$ cat config.mk
export PLATFORM = sky130hd
export DESIGN_NAME = mc_main_control_flat
export DESIGN_NICKNAME = d
export VERILOG_FILES = /design/src/rtl/mc_main_control_if.sv /design/src/rtl/mc_main_control.sv /design/src/flat_wrapper.sv
export SDC_FILE = /design/constraint.sdc
export NUM_CORES = 1
export LEC_CHECK = 0
export ABC_AREA = 1
export ABC_CLOCK_PERIOD_IN_PS = 1000
export BUFFER_PORTS_ARGS = -buffer_cell sky130_fd_sc_hd__buf_2
export CORE_UTILIZATION = 38
export DETAILED_ROUTE_END_ITERATION = 10
export PLACE_DENSITY_LB_ADDON = 0.05
export SLEW_MARGIN = 0
export SYNTH_ARGS = -nofsm -noshare
export SYNTH_HDL_FRONTEND = slang
export SYNTH_SLANG_ARGS = --single-unit
$ cat constraint.sdc
create_clock -name clk -period 1 [get_ports clk]
set_clock_uncertainty 0.1 [all_clocks]
set_input_delay 0.05 -clock clk [delete_from_list [all_inputs] [get_ports clk]]
set_output_delay 0.05 -clock clk [all_outputs]
set_load 0.05 [all_outputs]
$ cat src/rtl/mc_main_control_if.sv
// Control bundle between the multicycle main-control FSM and its datapath.
// master: the controller (takes opcode/zero/mem_ready, drives strobes and selects).
// slave:  the datapath side (drives opcode/zero/mem_ready, takes strobes and selects).
// Ports:  opcode[5:0], zero, mem_ready  -> controller
//         state[3:0], mem_read, mem_write, ir_write, reg_write, pc_en, iord,
//         reg_dst, mem_to_reg, alu_src_a, alu_src_b[1:0], alu_op[1:0],
//         pc_src[1:0], illegal_op       -> datapath
interface mc_main_control_if;
  logic [5:0] opcode;
  logic       zero;
  logic       mem_ready;

  logic [3:0] state;
  logic       mem_read;
  logic       mem_write;
  logic       ir_write;
  logic       reg_write;
  logic       pc_en;
  logic       iord;
  logic       reg_dst;
  logic       mem_to_reg;
  logic       alu_src_a;
  logic [1:0] alu_src_b;
  logic [1:0] alu_op;
  logic [1:0] pc_src;
  logic       illegal_op;

  modport master (
    input  opcode, zero, mem_ready,
    output state, mem_read, mem_write, ir_write, reg_write, pc_en, iord,
           reg_dst, mem_to_reg, alu_src_a, alu_src_b, alu_op, pc_src, illegal_op
  );

  modport slave (
    output opcode, zero, mem_ready,
    input  state, mem_read, mem_write, ir_write, reg_write, pc_en, iord,
           reg_dst, mem_to_reg, alu_src_a, alu_src_b, alu_op, pc_src, illegal_op
  );
endinterface

$ cat src/rtl/mc_main_control.sv
// Multicycle MIPS main-control FSM: decodes the opcode and sequences each
// instruction over 3-5 states, driving datapath strobes and mux selects.
// Latency: R=4, LW=5, SW=4, BEQ=3, ADDI=4, J=3 cycles; +1 per mem_ready=0 cycle in FETCH/MEMRD/MEMWR.
// Backpressure: memory states hold until mem_ready; all strobes gated low while rst is high.
// Ports: clk, rst (synchronous, active-high), bus (mc_main_control_if.master).
// Optional feature: define MC_BNE_EN to decode opcode 6'b000101 (BNE) as a branch
// with inverted zero sense; otherwise that opcode is reported as illegal.
module mc_main_control (
  input  logic              clk,
  input  logic              rst,
  mc_main_control_if.master bus
);

  // Opcodes
  localparam logic [5:0] OP_RTYPE = 6'b000000;
  localparam logic [5:0] OP_LW    = 6'b100011;
  localparam logic [5:0] OP_SW    = 6'b101011;
  localparam logic [5:0] OP_BEQ   = 6'b000100;
  localparam logic [5:0] OP_ADDI  = 6'b001000;
  localparam logic [5:0] OP_J     = 6'b000010;
`ifdef MC_BNE_EN
  localparam logic [5:0] OP_BNE   = 6'b000101;
`endif

  // State encoding (visible on bus.state for debug)
  localparam logic [3:0] S_FETCH  = 4'd0;
  localparam logic [3:0] S_DECODE = 4'd1;
  localparam logic [3:0] S_MEMADR = 4'd2;
  localparam logic [3:0] S_MEMRD  = 4'd3;
  localparam logic [3:0] S_MEMWB  = 4'd4;
  localparam logic [3:0] S_MEMWR  = 4'd5;
  localparam logic [3:0] S_EXEC   = 4'd6;
  localparam logic [3:0] S_ALUWB  = 4'd7;
  localparam logic [3:0] S_BRANCH = 4'd8;
  localparam logic [3:0] S_ADDIEX = 4'd9;
  localparam logic [3:0] S_ADDIWB = 4'd10;
  localparam logic [3:0] S_JUMP   = 4'd11;

  // ALU operation codes for the ALU control decoder
  localparam logic [1:0] ALU_ADD   = 2'b00;
  localparam logic [1:0] ALU_SUB   = 2'b01;
  localparam logic [1:0] ALU_FUNCT = 2'b10;

  // ALU B-input selects
  localparam logic [1:0] SRCB_REGB = 2'b00;
  localparam logic [1:0] SRCB_FOUR = 2'b01;
  localparam logic [1:0] SRCB_SEXT = 2'b10;
  localparam logic [1:0] SRCB_SHL2 = 2'b11;

  // PC source selects
  localparam logic [1:0] PCSRC_ALU  = 2'b00;
  localparam logic [1:0] PCSRC_OUT  = 2'b01;
  localparam logic [1:0] PCSRC_JUMP = 2'b10;

  logic [3:0] state_q;
  logic [3:0] state_d;
  logic       branch_ne;   // 1: current branch is BNE (take on ~zero)
  logic       op_legal;    // opcode recognised by DECODE

  // Raw (pre-reset-gating) strobes
  logic       mem_read_raw;
  logic       mem_write_raw;
  logic       ir_write_raw;
  logic       reg_write_raw;
  logic       pc_en_raw;
  logic       illegal_raw;

  // ---------------------------------------------------------------------------
  // State register
  // ---------------------------------------------------------------------------
  always_ff @(posedge clk) begin
    if (rst) begin
      state_q <= S_FETCH;
    end else begin
      state_q <= state_d;
    end
  end

  // Branch sense is captured in DECODE so a later opcode change cannot flip
  // the taken condition while in BRANCH.
`ifdef MC_BNE_EN
  logic branch_ne_q;

  always_ff @(posedge clk) begin
    if (rst) begin
      branch_ne_q <= 1'b0;
    end else if (state_q == S_DECODE) begin
      branch_ne_q <= (bus.opcode == OP_BNE);
    end
  end

  assign branch_ne = branch_ne_q;
`else
  assign branch_ne = 1'b0;
`endif

  // ---------------------------------------------------------------------------
  // Opcode legality (only meaningful in DECODE)
  // ---------------------------------------------------------------------------
  always_comb begin
    op_legal = 1'b0;
    case (bus.opcode)
      OP_RTYPE, OP_LW, OP_SW, OP_BEQ, OP_ADDI, OP_J: op_legal = 1'b1;
`ifdef MC_BNE_EN
      OP_BNE:                                        op_legal = 1'b1;
`endif
      default:                                       op_legal = 1'b0;
    endcase
  end

  // ---------------------------------------------------------------------------
  // Next-state logic
  // ---------------------------------------------------------------------------
  always_comb begin
    state_d = S_FETCH;
    case (state_q)
      S_FETCH:  state_d = bus.mem_ready ? S_DECODE : S_FETCH;
      S_DECODE: begin
        case (bus.opcode)
          OP_RTYPE:     state_d = S_EXEC;
          OP_LW, OP_SW: state_d = S_MEMADR;
          OP_BEQ:       state_d = S_BRANCH;
`ifdef MC_BNE_EN
          OP_BNE:       state_d = S_BRANCH;
`endif
          OP_ADDI:      state_d = S_ADDIEX;
          OP_J:         state_d = S_JUMP;
          default:      state_d = S_FETCH;
        endcase
      end
      // Only SW leads to a write; anything else reaching here is treated as a load.
      S_MEMADR: state_d = (bus.opcode == OP_SW) ? S_MEMWR : S_MEMRD;
      S_MEMRD:  state_d = bus.mem_ready ? S_MEMWB : S_MEMRD;
      S_MEMWB:  state_d = S_FETCH;
      S_MEMWR:  state_d = bus.mem_ready ? S_FETCH : S_MEMWR;
      S_EXEC:   state_d = S_ALUWB;
      S_ALUWB:  state_d = S_FETCH;
      S_BRANCH: state_d = S_FETCH;
      S_ADDIEX: state_d = S_ADDIWB;
      S_ADDIWB: state_d = S_FETCH;
      S_JUMP:   state_d = S_FETCH;
      default:  state_d = S_FETCH;   // codes 12-15 recover to FETCH
    endcase
  end

  // ---------------------------------------------------------------------------
  // Output decode: Moore per state, with mem_ready/zero gating strobes in the
  // same cycle. Anything not assigned in a state stays 0.
  // ---------------------------------------------------------------------------
  always_comb begin
    mem_read_raw   = 1'b0;
    mem_write_raw  = 1'b0;
    ir_write_raw   = 1'b0;
    reg_write_raw  = 1'b0;
    pc_en_raw      = 1'b0;
    illegal_raw    = 1'b0;
    bus.iord       = 1'b0;
    bus.reg_dst    = 1'b0;
    bus.mem_to_reg = 1'b0;
    bus.alu_src_a  = 1'b0;
    bus.alu_src_b  = SRCB_REGB;
    bus.alu_op     = ALU_ADD;
    bus.pc_src     = PCSRC_ALU;

    case (state_q)
      S_FETCH: begin
        mem_read_raw  = 1'b1;
        bus.alu_src_b = SRCB_FOUR;
        bus.alu_op    = ALU_ADD;
        // IR and PC+4 are committed only in the cycle memory delivers.
        ir_write_raw  = bus.mem_ready;
        pc_en_raw     = bus.mem_ready;
      end
      S_DECODE: begin
        // Precompute the branch target in the ALU while decoding.
        bus.alu_src_b = SRCB_SHL2;
        bus.alu_op    = ALU_ADD;
        illegal_raw   = ~op_legal;
      end
      S_MEMADR: begin
        bus.alu_src_a = 1'b1;
        bus.alu_src_b = SRCB_SEXT;
        bus.alu_op    = ALU_ADD;
      end
      S_MEMRD: begin
        mem_read_raw = 1'b1;
        bus.iord     = 1'b1;
      end
      S_MEMWB: begin
        reg_write_raw  = 1'b1;
        bus.mem_to_reg = 1'b1;
        bus.reg_dst    = 1'b0;
      end
      S_MEMWR: begin
        mem_write_raw = 1'b1;
        bus.iord      = 1'b1;
      end
      S_EXEC: begin
        bus.alu_src_a = 1'b1;
        bus.alu_src_b = SRCB_REGB;
        bus.alu_op    = ALU_FUNCT;
      end
      S_ALUWB: begin
        reg_write_raw  = 1'b1;
        bus.reg_dst    = 1'b1;
        bus.mem_to_reg = 1'b0;
      end
      S_BRANCH: begin
        bus.alu_src_a = 1'b1;
        bus.alu_src_b = SRCB_REGB;
        bus.alu_op    = ALU_SUB;
        bus.pc_src    = PCSRC_OUT;
        pc_en_raw     = branch_ne ? ~bus.zero : bus.zero;
      end
      S_ADDIEX: begin
        bus.alu_src_a = 1'b1;
        bus.alu_src_b = SRCB_SEXT;
        bus.alu_op    = ALU_ADD;
      end
      S_ADDIWB: begin
        reg_write_raw  = 1'b1;
        bus.reg_dst    = 1'b0;
        bus.mem_to_reg = 1'b0;
      end
      S_JUMP: begin
        bus.pc_src = PCSRC_JUMP;
        pc_en_raw  = 1'b1;
      end
      default: begin
        // Unused encodings: everything stays 0.
      end
    endcase
  end

  // While rst is high no strobe may reach the datapath, including in the cycle
  // the reset is first applied mid-instruction.
  assign bus.mem_read   = mem_read_raw  & ~rst;
  assign bus.mem_write  = mem_write_raw & ~rst;
  assign bus.ir_write   = ir_write_raw  & ~rst;
  assign bus.reg_write  = reg_write_raw & ~rst;
  assign bus.pc_en      = pc_en_raw     & ~rst;
  assign bus.illegal_op = illegal_raw   & ~rst;
  assign bus.state      = state_q;

endmodule
$ cat src/flat_wrapper.sv
// flat-port wrapper written by rule: the top's interface ports become plain ports
module mc_main_control_flat 
  (clk, rst, bus_opcode, bus_zero, bus_mem_ready, bus_state, bus_mem_read, bus_mem_write, bus_ir_write, bus_reg_write, bus_pc_en, bus_iord, bus_reg_dst, bus_mem_to_reg, bus_alu_src_a, bus_alu_src_b, bus_alu_op, bus_pc_src, bus_illegal_op);
  mc_main_control_if bus_i ();
  input  logic clk;
  input  logic rst;
  input wire logic [$bits(bus_i.opcode)-1:0] bus_opcode;
  input wire logic [$bits(bus_i.zero)-1:0] bus_zero;
  input wire logic [$bits(bus_i.mem_ready)-1:0] bus_mem_ready;
  output wire logic [$bits(bus_i.state)-1:0] bus_state;
  output wire logic [$bits(bus_i.mem_read)-1:0] bus_mem_read;
  output wire logic [$bits(bus_i.mem_write)-1:0] bus_mem_write;
  output wire logic [$bits(bus_i.ir_write)-1:0] bus_ir_write;
  output wire logic [$bits(bus_i.reg_write)-1:0] bus_reg_write;
  output wire logic [$bits(bus_i.pc_en)-1:0] bus_pc_en;
  output wire logic [$bits(bus_i.iord)-1:0] bus_iord;
  output wire logic [$bits(bus_i.reg_dst)-1:0] bus_reg_dst;
  output wire logic [$bits(bus_i.mem_to_reg)-1:0] bus_mem_to_reg;
  output wire logic [$bits(bus_i.alu_src_a)-1:0] bus_alu_src_a;
  output wire logic [$bits(bus_i.alu_src_b)-1:0] bus_alu_src_b;
  output wire logic [$bits(bus_i.alu_op)-1:0] bus_alu_op;
  output wire logic [$bits(bus_i.pc_src)-1:0] bus_pc_src;
  output wire logic [$bits(bus_i.illegal_op)-1:0] bus_illegal_op;
  assign bus_i.opcode = bus_opcode;
  assign bus_i.zero = bus_zero;
  assign bus_i.mem_ready = bus_mem_ready;
  assign bus_state = bus_i.state;
  assign bus_mem_read = bus_i.mem_read;
  assign bus_mem_write = bus_i.mem_write;
  assign bus_ir_write = bus_i.ir_write;
  assign bus_reg_write = bus_i.reg_write;
  assign bus_pc_en = bus_i.pc_en;
  assign bus_iord = bus_i.iord;
  assign bus_reg_dst = bus_i.reg_dst;
  assign bus_mem_to_reg = bus_i.mem_to_reg;
  assign bus_alu_src_a = bus_i.alu_src_a;
  assign bus_alu_src_b = bus_i.alu_src_b;
  assign bus_alu_op = bus_i.alu_op;
  assign bus_pc_src = bus_i.pc_src;
  assign bus_illegal_op = bus_i.illegal_op;
  mc_main_control u_core (.clk(clk), .rst(rst), .bus(bus_i));
endmodule
==> out/results.tsv, run 1 <==
metric	value	unit
Resize count post-CTS	71	
stage reached	clock tree synthesis (4_1_cts)	
Post-Synth Adder-Cell Area	0	%
CTS buffer count	3	
hpwl dp	1.63	mm
First Err	[ERROR DPL-0038] Utilization greater than 100%, impossible to legalize	
Synth area leader	nor2_1	
Avg Cell Area, Syn	5.04	um2
Sink Count	4	
XOR/XNOR Fraction of Synth Area	0	%
GP Congestion	0.867	
Seq/Total Area, Yosys	15.4	%
die extent in y	39.0	um
post-synthesis cell type count	16	
Starting Density	43.8	%
outcome	did not finish	
largest family of logic cells by synthesized area	simple AND/OR/NAND/NOR gates	
H-tree depth	1	
mux share of post-synthesis cell area	0	%
synth top area cells	nor2_1, dfxtp_1, nand2_1, inv_1, nand3_1	
Mapped Area	519	um2
Max clock buf depth	2	
Root Buffer	clkbuf_4	
IO buf count	29	
Compound-Gate Fraction of Synth Area	13.7	%
hold-fix buffer count after cts	0	
Site Rows	12	
Placed Cells	168	
num ports	30	
Yosys top cell area share	21.7	%
Post-Synth Simple-Gate Area	57.8	%
Yosys Warn Count	0	
syn_nets	113	
die width	39.0	um
Gate Count Post-Synth	103	
flops & latches, synth	4	
Post-CTS Setup Repair Bufs	5	
cell families after synthesis:
kind of cell	after synthesis
AND/OR/NAND/NOR	68
buffers and inverters	18
AO/OA/AOI/OAI	13
flip-flops	4
cell usage after synthesis, drive strengths merged:
library cell and instances:
a21oi 3, a211oi 1, nor2 34, o22ai 1, o21ai 7, o211ai 1
nand2b 1, dfxtp 4, inv 18, nand3 10, nand2 21, nand4 2
through the flow:
step	area [um2]	hold WS, ns	setup slack [ns]	utilization (%)	TNS, ns
after floorplan	629	0.00936	-0.482	-	-5.47
after global placement	957	0.299	-0.309	80.7	-3.62
after detailed placement	957	0.310	-0.345	80.7	-4.32
==> run 2: changes to the inputs <==
--- a/config.mk
+++ b/config.mk
@@ -6,11 +6,12 @@
 export NUM_CORES = 1
 export LEC_CHECK = 0
 export ABC_AREA = 1
-export ABC_CLOCK_PERIOD_IN_PS = 1000
+export ABC_CLOCK_PERIOD_IN_PS = 1300
 export BUFFER_PORTS_ARGS = -buffer_cell sky130_fd_sc_hd__buf_2
-export CORE_UTILIZATION = 38
+export CORE_AREA = 2 2 63 65
 export DETAILED_ROUTE_END_ITERATION = 10
-export PLACE_DENSITY_LB_ADDON = 0.05
+export DIE_AREA = 0 0 65 67
+export PLACE_DENSITY_LB_ADDON = 0.15
 export SLEW_MARGIN = 0
 export SYNTH_ARGS = -nofsm -noshare
 export SYNTH_HDL_FRONTEND = slang
==> constraint.sdc (replaced) <==
create_clock -name clk -period 1.3 [get_ports clk]
set_clock_uncertainty 0.1 [all_clocks]
set_input_delay 0.065 -clock clk [delete_from_list [all_inputs] [get_ports clk]]
set_output_delay 0.065 -clock clk [all_outputs]
set_load 0.05 [all_outputs]
==> run 2 against run 1 <==
Effect of this change: the flow now finishes, with violations (setup timing); synthesized area unchanged; synthesized cell count unchanged.
==> out/results.tsv, run 2 <==
metric	value	unit
outcome	complete, but fails checks	
failing checks	setup timing	
Place WS	-0.0730	ns
synth top area cells	nor2_1, dfxtp_1, nand2_1, inv_1, nand3_1	
Yosys top cell area share	21.7	%
Gate Count Post-Synth	103	
worst slew pin tran	0.280	ns
Max Fclk	0.688	GHz
Synth area leader	nor2_1	
Syn-to-layout area delta	136	%
wirelength, routed	2.08	mm
Power Density	494	nW/um2
post-route setup TNS	-1.43	ns
fin util	34.0	%
Slowest-stage cell, CP	dfxtp_4	
H-tree depth	1	
top_reg_cell synth	dfxtp_1	
worst hold start	rst	
die area	4360	um2
most frequent cells after synthesis	nor2_1, nand2_1, inv_1	
asr flop ratio synth	0	%
CTS tree	built	
worst flop-to-flop path startpoint	u_core.bus.state[3]$_SDFF_PP0_	
setup ws final	-0.153	ns
Mapped Area	519	um2
largest net degree at the start of global routing	7	
Slew HR	81.3	%
worst r2r dst	u_core.bus.state[1]$_SDFF_PP0_	
num ports	30	
Root Buffer	clkbuf_8	
cell count of the worst reg-to-reg path	8	
WP data arrival	1.29	ns
fin crit period	1.45	ns
hpwl dp	1.72	mm
DRC viols	0	
remaining global-route overflow	0	
Reg2Reg Setup Slack	-0.05	ns
worst setup path category	flop to output pin	
Yosys Warn Count	0	
diode count	0	
layout cell share with drive strength beyond 1	57.9	%
Placeable Area	3610	um2
die width	65	um
RSZ-0062 raised after global routing	yes	
hold-fix buffer count after cts	0	
IO buf count	29	
Sink Count	4	
Avg Cell Area, Syn	5.04	um2
Layout Nets	171	
Vias/cell	4.07	
VDD IR-drop max	0.000285	V
flops & latches, synth	4	
most frequent cell after synthesis	nor2_1	
Pleak	0.000606	uW
Max clock buf depth	2	
Final Max Tran Viols	0	
Seq/Total Area, Yosys	15.4	%
initial drt markers	19	
first-pass GRT wire length	3.40	mm
DR pass1 iterations	4	
Crit path max-delay family	simple AND/OR/NAND/NOR gates	
clock latency at the later pin of the worst-skew pair	0.21	ns
commonest non-fill, non-tap cell in the layout	buf_4	
max-cap violations	0	
Post-DRT Antenna Nets	0	
syn_nets	113	
Final setup viols	17	
GP Congestion	0.772	
endpoints failing hold	0	
CP bufs+invs	2	
commonest cells after routing, fill and taps aside	buf_4, nor2_1, nand2_1	
crit share post-route	112	%
initial antenna violation count	0	
CTS buffer count	3	
CP endpoint kind	output pin	
Worst EP required	1.13	ns
via count	842	
worst hold endpoint	u_core.bus.state[0]$_SDFF_PP0_	
Site Rows	22	
vias in the first global route	798	
Hold Path Stages	3	
Post-synth EDFFs	0	
DR WL/cell	10.0	um
CP peak stage delay	0.35	ns
CP Max Fanout	4	
most frequent cell on the critical path	nor2_4	
worst hold path class	input port to flop	
startpoint type of the worst setup path	flop	
Starting Density	14.4	%
die extent in y	67	um
worst-path cell chain	nor2_4, inv_2, nor2_4, nand4_1, nor2_4, buf_6	
clock-pin slew on the worst setup and hold paths	0.03	ns
post-synthesis cell type count	16	
Largest register FFs	4	
total global-route track usage	10.1	%
run 2: cell counts after synthesis:
No cell type changed its count.
run 2: how the worst max path moves through the flow:
stage          depth (start not counted)              to  slack (ns)                            from
3_3_place_gp                           7   bus_reg_write        -0.1  u_core.bus.state[2]$_SDFF_PP0_
3_5_place_dp                           7   bus_reg_write       -0.07  u_core.bus.state[2]$_SDFF_PP0_
2_1_floorplan                          7       bus_pc_en       -0.20  u_core.bus.state[0]$_SDFF_PP0_
5_1_grt                                8       bus_pc_en       -0.23  u_core.bus.state[0]$_SDFF_PP0_
6_report                               6  bus_illegal_op       -0.15  u_core.bus.state[2]$_SDFF_PP0_
4_1_cts                                6  bus_illegal_op       -0.17  u_core.bus.state[3]$_SDFF_PP0_
run 2: cells by family after synthesis:
| group | Yosys count | synth area share, % |
|---|---|---|
| simple gates | 68 | 57.8 |
| buf+inv | 18 | 13.0 |
| compound gates | 13 | 13.7 |
| flops | 4 | 15.4 |
run 2: tightest hold or removal path: cells and delay by family:
| family | cells | cell delay [ns] |
|---|---|---|
| AO/OA/AOI/OAI | 1 | 0.05 |
| buffers and inverters | 2 | 0.25 |
run 2: cell type report:
| type | instances | area (um2) |
|---|---|---|
| multi-input cells | 81 | 510 |
| repair buffers | 53 | 445 |
| fillers | 396 | 2380 |
| well taps | 48 | 60.1 |
| clock buffers | 3 | 41.3 |
| inverters | 18 | 72.6 |
| flip-flops and latches | 4 | 95.1 |
run 2: layer usage:
| layer | part of all wire (%) | up-vias | GRT usage, % | wire length [um] |
|---|---|---|---|---|
| li1 | - | 436 | - | - |
| met1 | 43 | 374 | 11.4 | 899 |
| met2 | 49 | 27 | 18.0 | 1020 |
| met3 | 6.5 | 5 | 2.87 | 134 |
| met4 | 1.0 | 0 | 3.19 | 21 |
| met5 | 0 | - | 0 | 0 |
run 2: through the flow:
step | cell area [um2] | hold WS (ns) | total power [uW] | std cells
2_1_floorplan | 623 | 0.0244 | 249 | 103
3_3_place_gp | 976 | 0.329 | 318 | 198
3_5_place_dp | 976 | 0.319 | 319 | 198
4_1_cts | 1170 | 0.0938 | 616 | 205
5_1_grt | 1220 | 0.110 | 646 | 207
6_report | 1220 | 0.0999 | 605 | 207
run 2: what timing repair did:
item / in CTS / in global routing
pin swaps: 5 / 4
resized for setup: 43 / 11
buffers inserted: 4 / 3
setup endpoints to repair: 16 / 19
gates cloned: 0 / 0
run 2: power by group:
| group | switching [uW] | internal, uW | leakage [uW] |
|---|---|---|---|
| sequential | 6.97 | 121 | 0.0000355 |
| combinational | 134 | 85.3 | 0.000549 |
| clock | 60.9 | 197 | 0.0000216 |
| total | 202 | 403 | 0.000606 |
Note: power is estimated with default switching activity, not from simulation.
==> run 3: changes to the inputs <==
--- a/config.mk
+++ b/config.mk
@@ -5,7 +5,7 @@
 export SDC_FILE = /design/constraint.sdc
 export NUM_CORES = 1
 export LEC_CHECK = 0
-export ABC_AREA = 1
+export ABC_AREA = 0
 export ABC_CLOCK_PERIOD_IN_PS = 1300
 export BUFFER_PORTS_ARGS = -buffer_cell sky130_fd_sc_hd__buf_2
 export CORE_AREA = 2 2 63 65
==> run 3 against run 2 <==
Effect of this change: the flow still finishes with violations (setup timing); synthesized cell count shrank 16%; register-to-register slack got worse by 0.09 ns; via count increased by 5.3%; combinational power is 42% higher; critical path type unchanged; largest power group is now combinational logic.
==> out/results.tsv, run 3 <==
metric	value	unit
first-pass GRT wire length	4.22	mm
DR WL/cell	12.7	um
hpwl dp	1.85	mm
layout cell share with drive strength beyond 1	73.2	%
Place WS	-0.131	ns
Slew HR	73.5	%
Sink Count	4	
Gate Count Post-Synth	87	
diode count	0	
area of the multi-input gates	684	um2
Worst EP required	1.13	ns
Syn-to-layout area delta	155	%
Yosys top cell area share	13.1	%
fraction of power consumed by sequential logic	18.3	%
Final Max Tran Viols	0	
WP data arrival	1.35	ns
worst slew pin tran	0.388	ns
Starting Density	17.0	%
Yosys Warn Count	0	
num ports	30	
Net Sw Frac	34.0	%
most frequent cell after synthesis	nor3_1	
Mapped Area	613	um2
vias in the first global route	891	
VDD IR-drop max	0.000176	V
worst r2r dst	u_core.bus.state[1]$_SDFF_PP0_	
CP Launch Point	u_core.bus.state[3]$_SDFF_PP0_	
Max Fclk	0.661	GHz
Power Density	447	nW/um2
clock latency at the later pin of the worst-skew pair	0.22	ns
worst flop-to-flop path startpoint	u_core.bus.state[1]$_SDFF_PP0_	
most frequent cells after synthesis	nor3_1, nor2_1, a21oi_1	
max-cap violations	0	
Root Buffer	clkbuf_8	
Final setup viols	19	
Seq/Total Area, Yosys	13.1	%
outcome	complete, but fails checks	
setup ws final	-0.213	ns
CP endpoint kind	output pin	
WHS	0.154	ns
die extent in y	67	um
die area	4360	um2
RSZ-0062 raised after global routing	yes	
via count	887	
initial drt markers	19	
Avg Cell Area, Syn	7.05	um2
endpoints failing hold	0	
top_reg_cell synth	dfxtp_1	
startpoint type of the worst setup path	flop	
cell count of the worst reg-to-reg path	4	
Net Sw Power	237	uW
fin crit period	1.51	ns
CP Max Fanout	5	
Synth area leader	dfxtp_1	
remaining global-route overflow	0	
Post-synth EDFFs	0	
DRC viols	0	
clock-pin slew on the worst setup and hold paths	0.03	ns
Vias/cell	4.50	
Clock power frac	37.1	%
final instance count without filler cells	197	
Pleak	0.000628	uW
largest net degree at the start of global routing	10	
H-tree depth	1	
total global-route track usage	12.4	%
Site Rows	22	
Gate power share	44.6	%
asr flop ratio synth	0	%
commonest cells after routing, fill and taps aside	buf_4, buf_6, buf_2	
worst hold path class	input port to flop	
CP Capture Point	bus_reg_write	
worst setup path category	flop to output pin	
failing checks	setup timing	
DR pass1 iterations	4	
crit share post-route	116	%
Max clock buf depth	2	
FF+latch area	95.1	um2
placed cell area	1170	um2
initial antenna violation count	0	
Largest register FFs	4	
Post-DRT Antenna Nets	0	
Pint	461	uW
Layout Nets	161	
CTS buffer count	3	
fin util	43.4	%
die width	65	um
post-synthesis cell type count	37	
flops & latches, synth	4	
IO buf count	29	
Reg2Reg Setup Slack	-0.14	ns
GP Congestion	0.720	
Placed Cells	186	
synth top area cells	dfxtp_1, nor3_1, buf_6, nor2_1, a21oi_1	
Finished Cell Area	1560	um2
CTS tree	built	
wirelength, routed	2.50	mm
Placeable Area	3610	um2
fillers	370	
commonest non-fill, non-tap cell in the layout	buf_4	
syn_nets	97	
==> run 3: changes by cell type in the layout (fill, tap and decap cells not counted), sizes merged, moves of 3 or more <==
cell | before | now
o21ai | 7 | 4
nand2b | 1 | 4
nor3 | 0 | 12
nand3 | 10 | 3
buf | 53 | 68
nand2 | 21 | 1
nor2 | 34 | 10
inv | 18 | 4
==> run 3: timing repair <==
action / in CTS / in global routing
pin swaps: 10 / 5
buffers inserted: 4 / 4
hold buffers: 0 / 0
gates resized for setup: 51 / 21
endpoints found under the setup margin: 20 / 21
cloned: 1 / 0
==> run 3: cell families after synthesis <==
| kind of cell | count (synthesis) | share of synthesized area, % |
|---|---|---|
| XOR/XNOR | 3 | 4.29 |
| AO/OA/AOI/OAI | 22 | 24.3 |
| flip-flops | 4 | 13.1 |
| buffers and inverters | 13 | 16.1 |
| AND/OR/NAND/NOR | 43 | 39.0 |
| multiplexers | 2 | 3.27 |
==> run 3: cell type report <==
type | instances | share of cell area [%]
Clock buffer | 3 | 2.64
Inverter | 4 | 1.44
Multi-Input combinational cell | 70 | 43.8
Sequential cell | 4 | 6.08
Tap cell | 48 | 3.84
Timing Repair Buffer | 68 | 42.2
==> run 3: worst max-delay path, stage by stage (launching register included) <==
cell,delay [ns]
dfxtp_4,0.35
buf_6,0.13
nand2b_4,0.16
mux2i_1,0.16
a21oi_2,0.09
nor2_4,0.10
buf_8,0.15
==> run 3: stage by stage <==
step | total power [uW] | setup TNS, ns
after CTS | 685 | -2.67
after global placement | 374 | -1.05
after detailed placement | 375 | -1.05
final | 699 | -2.32
after global routing | 733 | -3.21
after floorplan | 300 | -2.07
==> run 3: power groups by stage <==
stage	Sequential [uW]	Combinational, uW	Clock (uW)
after floorplan	136	164	0
after global placement	130	244	0
after detailed placement	130	245	0
after CTS	128	291	266
after global routing	128	332	273
final	128	311	260
==> run 3: per-layer routing <==
layer  track usage, %  wire, um  up-vias
met5                0         0        -
met4             3.99        17        0
met3             1.52       123        2
met2             22.7      1260       27
met1             14.9      1100      409
li1                 -         -      449
==> run 3: worst min-delay path by stage <==
stage / cells after the start / slack (ns) / startpoint / to
after CTS: 2 / 0.16 / rst / u_core.bus.state[1]$_SDFF_PP0_
final: 2 / 0.15 / rst / u_core.bus.state[1]$_SDFF_PP0_
after global placement: 2 / 0.36 / rst / u_core.bus.state[1]$_SDFF_PP0_
after detailed placement: 2 / 0.36 / rst / u_core.bus.state[1]$_SDFF_PP0_
after global routing: 2 / 0.18 / rst / u_core.bus.state[1]$_SDFF_PP0_
after floorplan: 3 / 0.20 / bus_opcode[4] / u_core.bus.state[3]$_SDFF_PP0_
==> run 4: changes to the inputs <==
--- a/config.mk
+++ b/config.mk
@@ -6,7 +6,7 @@
 export NUM_CORES = 1
 export LEC_CHECK = 0
 export ABC_AREA = 0
-export ABC_CLOCK_PERIOD_IN_PS = 1300
+export ABC_CLOCK_PERIOD_IN_PS = 1500
 export BUFFER_PORTS_ARGS = -buffer_cell sky130_fd_sc_hd__buf_2
 export CORE_AREA = 2 2 63 65
 export DETAILED_ROUTE_END_ITERATION = 10
==> constraint.sdc (replaced) <==
create_clock -name clk -period 1.5 [get_ports clk]
set_clock_uncertainty 0.1 [all_clocks]
set_input_delay 0.075 -clock clk [delete_from_list [all_inputs] [get_ports clk]]
set_output_delay 0.075 -clock clk [all_outputs]
set_load 0.05 [all_outputs]
==> run 4 against run 3 <==
Effect of this change: core utilization down 8.8 points; final cell count fell by 6.1%; register-to-register slack improved by 0.17 ns; critical endpoint is now bus_ir_write; first-iteration DRC count rose by 79%; worst setup slack better by 0.19 ns; the flow still finishes with violations (setup timing); global-route usage decreased by 0.90 points; non-clock buffer count decreased by 13; total power is 18% lower; clock power shrank 4%; count of clock-buffer cells in the layout grew 1.
==> out/results.tsv, run 4 (synthesized netlist as in run 3, its figures left out) <==
metric	value	unit
setup ws final	-0.0194	ns
Place WS	0.0498	ns
largest net degree at the start of global routing	18	
CP endpoint kind	output pin	
Layout Nets	148	
Largest register FFs	4	
clock-pin slew on the worst setup and hold paths	0.04	ns
endpoints failing hold	0	
VDD IR-drop max	0.000149	V
outcome	complete, but fails checks	
Starting Density	17.0	%
GP Congestion	0.700	
Clock power frac	43.4	%
fillers	400	
num ports	30	
Post-DRT Antenna Nets	0	
die extent in y	67	um
CP peak stage delay	0.36	ns
worst-path cell chain	buf_12, nor4_1, and3_2, buf_8	
Final Max Tran Viols	0	
CTS tree	built	
final instance count without filler cells	185	
layout cell share with drive strength beyond 1	66.4	%
Pleak	0.000525	uW
Worst EP required	1.32	ns
Power Density	459	nW/um2
remaining global-route overflow	0	
Slew HR	76.7	%
worst hold path class	input port to flop	
Sink Count	4	
fin crit period	1.52	ns
startpoint type of the worst setup path	flop	
Max Fclk	0.658	GHz
fraction of power consumed by sequential logic	19.4	%
die area	4360	um2
Root Buffer	clkbuf_8	
commonest non-fill, non-tap cell in the layout	buf_4	
failing checks	setup timing	
wl on met1	1.05	mm
DR top layer	met4	
RSZ-0062 raised after global routing	yes	
worst setup path category	flop to output pin	
crit share post-route	101	%
diode count	0	
Site Rows	22	
max-cap violations	0	
Net Sw Frac	34.9	%
clock latency at the later pin of the worst-skew pair	0.23	ns
hpwl dp	1.76	mm
Slowest-stage cell, CP	dfxtp_4	
total global-route track usage	11.5	%
initial antenna violation count	0	
WP data arrival	1.34	ns
Max clock buf depth	2	
WL met2	1.17	mm
vias in the first global route	827	
H-tree depth	1	
wirelength, routed	2.36	mm
Pint	373	uW
DRC viols	0	
DR WL/cell	12.8	um
met3 wire len	95	um
Net Sw Power	200	uW
Vias/cell	4.54	
IO buf count	29	
die width	65	um
Syn-to-layout area delta	103	%
via count	839	
initial drt markers	34	
CP Max Fanout	7	
Placeable Area	3610	um2
Gate power share	37.2	%
Final setup viols	2	
first-pass GRT wire length	3.86	mm
Placed Cells	170	
CTS buffer count	3	
DR pass1 iterations	4	
commonest cells after routing, fill and taps aside	buf_4, buf_2, buf_6	
worst slew pin tran	0.347	ns
-- run 4: cell count changes in the layout (fill, tap and decap cells not counted), moves of 3 or more --
cell,previous run,this run
buf_2,12,17
buf_6,20,12
nor3_4,8,4
nor2_4,6,3
nor3_2,0,4
buf_8,8,1
-- run 4: metrics by stage --
step	power (uW)	util, %	TNS (ns)	hold slack (ns)	area [um2]
after floorplan	237	-	-0.903	0.201	723
after global placement	290	26.3	0	0.359	947
after detailed placement	290	26.3	0	0.363	947
after CTS	576	32.5	-0.0617	0.124	1170
after global routing	605	34.6	-0.247	0.148	1250
final	573	34.6	-0.0368	0.120	1250
-- run 4: per-layer routing --
metal,GRT usage [%],vias up
li1,-,426
met1,14.2,383
met2,20.1,25
met3,0.845,5
met4,5.59,0
met5,0,-
-- run 4: layout make-up --
cell class	instances	area [um2]	area share, %
Multi-Input combinational cell	70	594	47.6
Timing Repair Buffer	55	435	34.9
Inverter	4	17.5	1.40
Clock buffer	4	45.0	3.61
Sequential cell	4	95.1	7.62
Tap cell	48	60.1	4.81
-- run 4: final timing paths --
path / start / endpoint / slack [ns] / depth (start not counted)
worst max-delay path: u_core.bus.state[1]$_SDFF_PP0_ / bus_ir_write / -0.02 / 4
worst min-delay path: rst / u_core.bus.state[1]$_SDFF_PP0_ / 0.12 / 2
worst max register to register: u_core.bus.state[3]$_SDFF_PP0_ / u_core.bus.state[1]$_SDFF_PP0_ / 0.03 / 5
worst min register to register: u_core.bus.state[0]$_SDFF_PP0_ / u_core.bus.state[3]$_SDFF_PP0_ / 0.48 / 2
-- run 4: critical path: cells and delay by family, from the launching register on --
| family | cells | cell delay (ns) |
|---|---|---|
| buf+inv | 2 | 0.29 |
| flops | 1 | 0.36 |
| simple gates | 2 | 0.48 |
-- run 4: what timing repair did --
item                       CTS  global route
setup endpoints to repair   13            14
gates resized for setup     38            10
gates cloned                 0             0
hold buffers                 0             0
buffers inserted             6             5
pin swaps                    3             5
-- run 4: power groups by stage --
stage / clock [uW] / combinational (uW) / sequential [uW]
global placement: 0 / 176 / 114
floorplan: 0 / 118 / 119
global route: 265 / 228 / 112
detailed placement: 0 / 176 / 114
CTS: 256 / 209 / 111
finish: 249 / 213 / 111
